`src/rtl/pipe_pkg.sv`:
```
// Shared types for the flow-controlled pipeline stage register:
// skid-buffer state encoding and occupancy width.
package pipe_pkg;

  localparam int OCC_W = 2;

  typedef enum logic [1:0] {
    ST_EMPTY = 2'd0,
    ST_ONE   = 2'd1,
    ST_TWO   = 2'd2
  } state_e;

  function automatic logic [OCC_W-1:0] occ_of(input state_e s);
    case (s)
      ST_EMPTY: return 2'd0;
      ST_ONE:   return 2'd1;
      ST_TWO:   return 2'd2;
      default:  return 2'd0;
    endcase
  endfunction

endpackage

```
`src/rtl/pipe_slot.sv`:
```
// One {valid, ctrl, data} holding register. Clearing zeroes the payload so
// control bits can never leak out of an empty slot.
module pipe_slot #(
  parameter int CTRL_W = 2,
  parameter int DATA_W = 69
) (
  input  logic              clk,
  input  logic              reset,
  input  logic              i_clear,
  input  logic              i_load,
  input  logic [CTRL_W-1:0] i_ctrl,
  input  logic [DATA_W-1:0] i_data,
  output logic              o_valid,
  output logic [CTRL_W-1:0] o_ctrl,
  output logic [DATA_W-1:0] o_data
);

  logic              r_valid;
  logic [CTRL_W-1:0] r_ctrl;
  logic [DATA_W-1:0] r_data;

  // Priority: reset, then clear, then load; otherwise hold.
  always_ff @(posedge clk) begin
    if (reset || i_clear) begin
      r_valid <= 1'b0;
      r_ctrl  <= '0;
      r_data  <= '0;
    end else if (i_load) begin
      r_valid <= 1'b1;
      r_ctrl  <= i_ctrl;
      r_data  <= i_data;
    end else begin
      r_valid <= r_valid;
      r_ctrl  <= r_ctrl;
      r_data  <= r_data;
    end
  end

  assign o_valid = r_valid;
  assign o_ctrl  = r_ctrl;
  assign o_data  = r_data;

endmodule

```
`src/rtl/pipe_stage_reg.sv`:
```
// Flow-controlled pipeline stage register with flush. SKID=1 gives a
// two-entry skid buffer with registered in_ready; SKID=0 a single entry.
module pipe_stage_reg
  import pipe_pkg::*;
#(
  parameter int CTRL_W = 2,
  parameter int DATA_W = 69,
  parameter int SKID   = 1
) (
  input  logic              clk,
  input  logic              reset,
  input  logic              flush,
  input  logic              in_valid,
  output logic              in_ready,
  input  logic [CTRL_W-1:0] in_ctrl,
  input  logic [DATA_W-1:0] in_data,
  output logic              out_valid,
  input  logic              out_ready,
  output logic [CTRL_W-1:0] out_ctrl,
  output logic [DATA_W-1:0] out_data,
  output logic [OCC_W-1:0]  occupancy
);

  if (SKID != 0) begin : g_skid
    logic              w_main_valid, w_skid_valid;
    logic [CTRL_W-1:0] w_main_ctrl, w_skid_ctrl, w_main_ctrl_in;
    logic [DATA_W-1:0] w_main_data, w_skid_data, w_main_data_in;
    logic              w_accept, w_pop;
    logic              w_main_load, w_main_clr, w_skid_load, w_skid_clr, w_from_skid;
    state_e            w_state;

    assign w_accept = in_valid & in_ready;
    assign w_pop    = w_main_valid & out_ready;

    always_comb begin
      if (w_skid_valid)      w_state = ST_TWO;
      else if (w_main_valid) w_state = ST_ONE;
      else                   w_state = ST_EMPTY;
    end

    // Flush clears both slots; it wins over any load inside pipe_slot.
    always_comb begin
      w_main_load = 1'b0;
      w_main_clr  = flush;
      w_skid_load = 1'b0;
      w_skid_clr  = flush;
      w_from_skid = 1'b0;
      case (w_state)
        ST_EMPTY: w_main_load = w_accept;
        ST_ONE: begin
          if (w_pop) begin
            w_main_load = w_accept;
            w_main_clr  = flush | ~w_accept;
          end else begin
            w_skid_load = w_accept;
          end
        end
        ST_TWO: begin
          if (w_pop) begin
            w_main_load = 1'b1;
            w_from_skid = 1'b1;
            w_skid_clr  = 1'b1;
          end else begin
            w_main_load = 1'b0;
          end
        end
        default: w_main_load = 1'b0;
      endcase
    end

    assign w_main_ctrl_in = w_from_skid ? w_skid_ctrl : in_ctrl;
    assign w_main_data_in = w_from_skid ? w_skid_data : in_data;

    pipe_slot #(.CTRL_W(CTRL_W), .DATA_W(DATA_W)) u_main (
      .clk(clk), .reset(reset), .i_clear(w_main_clr), .i_load(w_main_load),
      .i_ctrl(w_main_ctrl_in), .i_data(w_main_data_in),
      .o_valid(w_main_valid), .o_ctrl(w_main_ctrl), .o_data(w_main_data)
    );

    pipe_slot #(.CTRL_W(CTRL_W), .DATA_W(DATA_W)) u_skid (
      .clk(clk), .reset(reset), .i_clear(w_skid_clr), .i_load(w_skid_load),
      .i_ctrl(in_ctrl), .i_data(in_data),
      .o_valid(w_skid_valid), .o_ctrl(w_skid_ctrl), .o_data(w_skid_data)
    );

    assign in_ready  = ~w_skid_valid;
    assign out_valid = w_main_valid;
    assign out_ctrl  = w_main_ctrl;
    assign out_data  = w_main_data;
    assign occupancy = occ_of(w_state);
  end else begin : g_single
    logic              w_valid;
    logic [CTRL_W-1:0] w_ctrl;
    logic [DATA_W-1:0] w_data;
    logic              w_accept, w_pop;

    assign w_accept = in_valid & in_ready;
    assign w_pop    = w_valid & out_ready;

    // Accept and pop together simply reload the slot, so no bubble appears.
    pipe_slot #(.CTRL_W(CTRL_W), .DATA_W(DATA_W)) u_main (
      .clk(clk), .reset(reset), .i_clear(flush | (w_pop & ~w_accept)), .i_load(w_accept),
      .i_ctrl(in_ctrl), .i_data(in_data),
      .o_valid(w_valid), .o_ctrl(w_ctrl), .o_data(w_data)
    );

    assign in_ready  = ~w_valid | out_ready;
    assign out_valid = w_valid;
    assign out_ctrl  = w_ctrl;
    assign out_data  = w_data;
    assign occupancy = {1'b0, w_valid};
  end

endmodule

```
`config.mk`:
```
export PLATFORM = sky130hd
export DESIGN_NAME = pipe_stage_reg
export DESIGN_NICKNAME = d
export VERILOG_FILES = /design/src/rtl/pipe_pkg.sv /design/src/rtl/pipe_slot.sv /design/src/rtl/pipe_stage_reg.sv
export SDC_FILE = /design/constraint.sdc
export NUM_CORES = 1
export LEC_CHECK = 0
export CORE_UTILIZATION = 53
export CTS_CLUSTER_DIAMETER = 100
export CTS_CLUSTER_SIZE = 40
export DETAILED_ROUTE_END_ITERATION = 7
export PLACE_DENSITY = 0.86
export RECOVER_POWER = 100
export SLEW_MARGIN = 20
export SYNTH_ARGS = -nofsm -noshare
export SYNTH_HDL_FRONTEND = slang
export SYNTH_SLANG_ARGS = --single-unit
```
`constraint.sdc`:
```
create_clock -name clk -period 3.9 [get_ports clk]
set_input_delay 0.585 -clock clk [delete_from_list [all_inputs] [get_ports clk]]
set_output_delay 0.585 -clock clk [all_outputs]
set_load 0.01 [all_outputs]
```
==> flow_summary_export.csv, run 1 <==
group,metric,value,unit
placed_design,placed_cell_area,7402,um2
critical_path,cp_num_buf_inv,2,
placed_design,hpwl,9969,um
drt,drt_wl_total,15690,um
critical_path,crit_chain,"nand2b_1, clkbuf_2, a21oi_4, buf_4, o2111a_1",
clock_tree,hold_buffers,0,
clock_tree,clockRootBuffer,"clkbuf_8",
yosys,yosysSeqAreaShare,49.12,%
yosys,syn_area,5869,um2
final_layout,final_core_util,73.96,%
critical_path,cp_slowest_cell,"nand2b_1",
yosys,yosys.cell_types.count,23,
sta,fin_skew,0.01101,ns
die,die_h,107.2,um
clock_tree,cts_tree,"done",
global_route,antenna_found_initial,0,
sta,max_freq,0.3311,GHz
yosys,ys_warn_count,0,
sta,rsz0062_at_grt,"no",
power_and_ir_drop,p_leak,2.922,nW
yosys,syn_nets,731,
sta,worstMarginPinSlew,1.780,ns
clock_tree,clk_pin_slew_worst_paths,0.07,ns
critical_path,worst_setup_path_end_kind,"flop",
sta,relSlewSlack,-18.69,%
sta,setup_viol,0,
clock_tree,ctsHtreeMaxLevel,4,
placed_design,dp.cells,895,
final_layout,layout_common_cells,"nand2_1, dfxtp_1, dlygate4sd3_1",
final_layout,drive_above_1_share,11.55,%
critical_path,cp_top_family,"buffers and inverters",
global_route,grt_usage,28.12,%
global_route,grt_max_degree,73,
sta,min_period,3.020,ns
critical_path,critPathKind,"reg2reg",
sta,fin_setup_tns,0,ns
sta,drv_slew,74,
die,die-area,11500,um2
power_and_ir_drop,cellPowerDensity,427.5,nW/um2
placed_design,routabilityCongestion,0.7504,
yosys,synth_top_area_share,49.12,%
critical_path,rrSetupSlack,0.88,ns
final_layout,design_area,7983,um2
die,core_area,10790,um2
drt,initialDrtViolationCount,226,
placed_design,port_buffers,150,
critical_path,crit_required,4.32,ns
final_layout,fin_cells,928,
die,rows,38,
yosys,syn_inst,655,
die,die_w,107.2,um
final_layout,n_antenna_cell,0,
yosys,synth_top_area_cell,"dfxtp_1",
yosys,syn_avg_cell_area,8.961,um2
clock_tree,postCtsSetupBuffers,0,
drt,num_vias,5273,
sta,fin_ws,0.8800,ns
placed_design,dp_slack,1.053,ns
worst_hold_path,hold_class,"reg2reg",
critical_path,slowest_delay,0.94,ns
yosys,ys.flop_type,"dfxtp_1",
yosys,synth_edf_count,0,
power_and_ir_drop,irDropWorstVdd,0.2725,mV
global_route,overflow,0,
drt,post_drt_wl_per_cell,16.91,um
yosys,synth_seq_cells,144,
drt,via_per_inst,5.682,
yosys,async_flop_share,0,%
yosys,synth_area_leaders,"dfxtp_1, o2111a_1, nand2_1",
clock_tree,clock_path_buffers,2,
status,violations,"capacitance limit, slew limit",
power_and_ir_drop,power.total,3.413,mW
run,cap_violations,2,
final_layout,layout_commonest_cell,"nand2_1",
global_route,grt_pass1_vias,5273,
sta,finalHoldViolations,0,
die,io_pins,151,
final_layout,area_growth,36.01,%
final_layout,fin_nets,851,
sta,whs,0.4488,ns
global_route,grt_pass1_wl,25160,um
critical_path,arrival,3.44,ns
clock_tree,clock_latency,0.54,ns
critical_path,crit_path_start_kind,"flop",
drt,postRouteAntennaNets,0,
critical_path,crit_path_max_fanout,37,
sta,period_share,77.44,%
clock_tree,cts_made_buffers,17,
clock_tree,numClockSinks,144,
clock_tree,cts_resized,0,
drt,drc,0,
die,initial_core_util,54.38,%
status,outcome,"finished, violations left",
drt,first_pass_iters,4,
==> worst register-to-register path: cells and delay by family (launching register included) <==
kind,cells,cell delay [ns]
buf+inv,2,0.97
compound gates,2,0.42
simple gates,1,0.95
flops,1,0.57
==> final cells by class <==
class / instances / area, um2
inverter: 1 / 3.754
clock inverter: 12 / 135.1
multi-input combinational: 447 / 2731
timing repair buffer: 164 / 1609
clock buffer: 20 / 445.4
fill: 777 / 2810
tap: 140 / 175.2
sequential: 144 / 2883
==> synthesized netlist by cell type, types with 3 or more instances <==
master	n
nand2_1	145
dfxtp_1	144
a21oi_1	72
o2111a_1	68
or3_1	68
or2_2	43
clkbuf_1	32
buf_2	26
or2_0	13
or2_1	12
nor2_1	6
nand3_1	4
a311oi_1	3
buf_6	3
nor2b_1	3
o21ai_1	3
==> power breakdown <==
group	total, mW	leakage [nW]	switching (mW)	internal (mW)
registers	1.53	1.17	0.0235	1.51
logic	0.319	1.48	0.151	0.168
clock network	1.56	0.273	0.614	0.945
total	3.41	2.92	0.789	2.62
==> state kept, by name, indices dropped and copies added, names as in the netlist <==
register and flops:
g_skid.u_skid.o_ctrl 2, g_skid.u_main.o_ctrl 2, g_skid.u_skid.o_valid 1, g_skid.u_main.o_data 69, g_skid.u_skid.o_data 69, g_skid.u_main.o_valid 1
==> metal layers <==
| metal | vias to the layer above | global-route usage [%] | routed length [um] |
|---|---|---|---|
| met2 | 221 | 47.33 | 7650 |
| met3 | 30 | 6.869 | 1033 |
| met5 | - | 0 | 0 |
| met1 | 2478 | 34.33 | 6685 |
| met4 | 0 | 11.45 | 322 |
| li1 | 2544 | - | - |
==> cells by family (layout without fill, tap and decap cells) <==
logic type / Yosys count / in the layout / synth area share (%)
flip-flops: 144 / 144 / 49.12
AO/OA/AOI/OAI: 147 / 147 / 20.04
AND/OR/NAND/NOR: 300 / 300 / 25.69
buffers and inverters: 64 / 197 / 5.159
==> final timing paths <==
path,startpoint,end,cells after the start
hold / removal,g_skid.u_skid.o_data[49]$_SDFFE_PP0P_,g_skid.u_skid.o_data[49]$_SDFFE_PP0P_,2
setup reg to reg,g_skid.u_skid.o_valid$_SDFFE_PP0P_,g_skid.u_main.o_data[19]$_SDFFE_PP0P_,5
setup / recovery,g_skid.u_skid.o_valid$_SDFFE_PP0P_,g_skid.u_main.o_data[19]$_SDFFE_PP0P_,5
hold reg to reg,g_skid.u_skid.o_data[49]$_SDFFE_PP0P_,g_skid.u_skid.o_data[49]$_SDFFE_PP0P_,2
No activity file was read; power rests on OpenSTA's default activity.
==> inputs of run 2 (changes only) <==
- CORE_UTILIZATION: 53 -> 49
- PLACE_DENSITY: 0.86 -> 0.8
- clock period: 3.9 -> 3.1 ns (I/O delays scaled with it)
==> flow_summary_export.csv, run 2 (synthesis gave the netlist of run 1 again) <==
group,metric,value,unit
status,outcome,"finished, violations left",
status,violations,"DRC",
drt,drt_wl_total,15870,um
sta,relSlewSlack,47.64,%
power_and_ir_drop,clock_power_share,45.9,%
critical_path,rr_startpoint,"g_skid.u_skid.o_valid$_SDFFE_PP0P_",
clock_tree,ctsHtreeMaxLevel,4,
critical_path,worst_setup_path_end_kind,"flop",
critical_path,crit_path_max_fanout,37,
placed_design,routabilityCongestion,0.8093,
clock_tree,hold_buffers,0,
drt,drc,12,
die,core_area,11560,um2
clock_tree,postCtsSetupBuffers,0,
sta,fin_skew,0.009109,ns
placed_design,port_buffers,150,
global_route,overflow,0,
drt,first_pass_iters,7,
drt,postRouteAntennaNets,0,
final_layout,fin_nets,853,
critical_path,crit_required,3.39,ns
sta,finalHoldViolations,0,
global_route,antenna_found_initial,0,
power_and_ir_drop,swShare,22.69,%
drt,post_drt_wl_per_cell,17.05,um
critical_path,rrSetupSlack,0.71,ns
clock_tree,clk_pin_slew_worst_paths,0.06,ns
power_and_ir_drop,pwr-share-seq,44.7,%
die,die_h,111.4,um
final_layout,layout_common_cells,"nand2_1, dfxtp_1, dlygate4sd3_1",
power_and_ir_drop,power.total,4.314,mW
sta,setup_viol,0,
global_route,grt_pass1_vias,5308,
power_and_ir_drop,p_int,3.335,mW
drt,via_per_inst,5.691,
global_route,grt_max_degree,72,
critical_path,crit_path_start_kind,"primary input",
global_route,grt_pass1_wl,26370,um
worst_hold_path,min_from,"g_skid.u_skid.o_data[50]$_SDFFE_PP0P_",
critical_path,arrival,2.85,ns
sta,drv_slew,0,
sta,whs,0.4496,ns
final_layout,n_antenna_cell,0,
sta,rsz0062_at_grt,"no",
drt,num_vias,5298,
power_and_ir_drop,irDropWorstVdd,0.2613,mV
final_layout,layout_commonest_cell,"nand2_1",
placed_design,hpwl,10110,um
clock_tree,clock_latency,0.41,ns
critical_path,critPathKind,"in2reg",
clock_tree,cts_made_buffers,17,
clock_tree,numClockSinks,144,
die,die-area,12420,um2
sta,max_freq,0.3921,GHz
die,die_w,111.4,um
power_and_ir_drop,combPwrFrac,9.4,%
sta,period_share,82.27,%
clock_tree,cts_resized,0,
power_and_ir_drop,switchingPower,0.9787,mW
sta,fin_setup_tns,0,ns
critical_path,critPathLaunch,"out_ready",
global_route,grt_usage,26.21,%
drt,initialDrtViolationCount,410,
die,io_pins,151,
clock_tree,clockRootBuffer,"clkbuf_16",
die,initial_core_util,50.75,%
clock_tree,clock_path_buffers,2,
final_layout,area_growth,36.43,%
die,rows,39,
sta,min_period,2.550,ns
power_and_ir_drop,p_leak,2.933,nW
clock_tree,cts_tree,"done",
power_and_ir_drop,cellPowerDensity,538.7,nW/um2
worst_hold_path,hold_class,"reg2reg",
sta,worstMarginPinSlew,0.7854,ns
final_layout,drive_above_1_share,11.68,%
run,cap_violations,0,
-- run 2: cell types whose count changed in the layout (fill, tap and decap cells not counted), moves of 2 or more --
| cell | delta |
|---|---|
| clkinv_4 | -2 |
| o21ai_0 | -2 |
| o21ai_1 | +2 |
| or2_0 | +2 |
| or2_1 | -2 |
-- run 2: path summary, 6_finish.rpt --
path                                                               to  depth (start not counted)
worst max register to register  g_skid.u_main.o_data[54]$_SDFFE_PP0P_                          4
worst min register to register  g_skid.u_skid.o_data[50]$_SDFFE_PP0P_                          2
worst max-delay path            g_skid.u_main.o_data[54]$_SDFFE_PP0P_                          5
worst min-delay path            g_skid.u_skid.o_data[50]$_SDFFE_PP0P_                          2
-- run 2: routing by layer --
| metal | vias to the layer above | part of all wire (%) | track usage [%] |
|---|---|---|---|
| met5 | - | 0 | 0 |
| met4 | 0 | 0.96 | 7.748 |
| met3 | 15 | 6.6 | 6.478 |
| met2 | 176 | 48 | 43.38 |
| met1 | 2560 | 45 | 33.85 |
| li1 | 2547 | - | - |
-- run 2: metrics by stage --
stage / utilization, % / instances / area [um2] / worst slack (ns)
floorplan: - / 655 / 5869 / 1.620
global placement: 64.56 / 901 / 7466 / 0.7699
detailed placement: 64.56 / 901 / 7466 / 0.7005
CTS: 69.49 / 931 / 8036 / 0.8419
global route: 69.24 / 931 / 8008 / 0.4086
finish: 69.24 / 931 / 8008 / 0.5496
-- run 2: critical path, cell delays in order --
cell	delay [ns]
dlygate4sd3_1	0.74
nand3_1	0.47
clkbuf_2	0.57
or2_2	0.44
o2111a_1	0.15
-- run 2: cell type report --
type	count	area, um2
fill	868	3557
sequential	144	2883
multi-input combinational	447	2734
timing repair buffer	166	1638
clock buffer	21	460.4
tap	143	178.9
clock inverter	9	110.1
inverter	1	3.754
-- run 2: power by group through the flow --
| stage | logic [mW] | registers (mW) | clock network [mW] |
|---|---|---|---|
| floorplan | 0.158 | 1.98 | 0 |
| global placement | 0.410 | 1.97 | 0 |
| detailed placement | 0.420 | 1.97 | 0 |
| CTS | 0.423 | 1.93 | 1.99 |
| global route | 0.433 | 1.93 | 2.09 |
| finish | 0.406 | 1.93 | 1.98 |
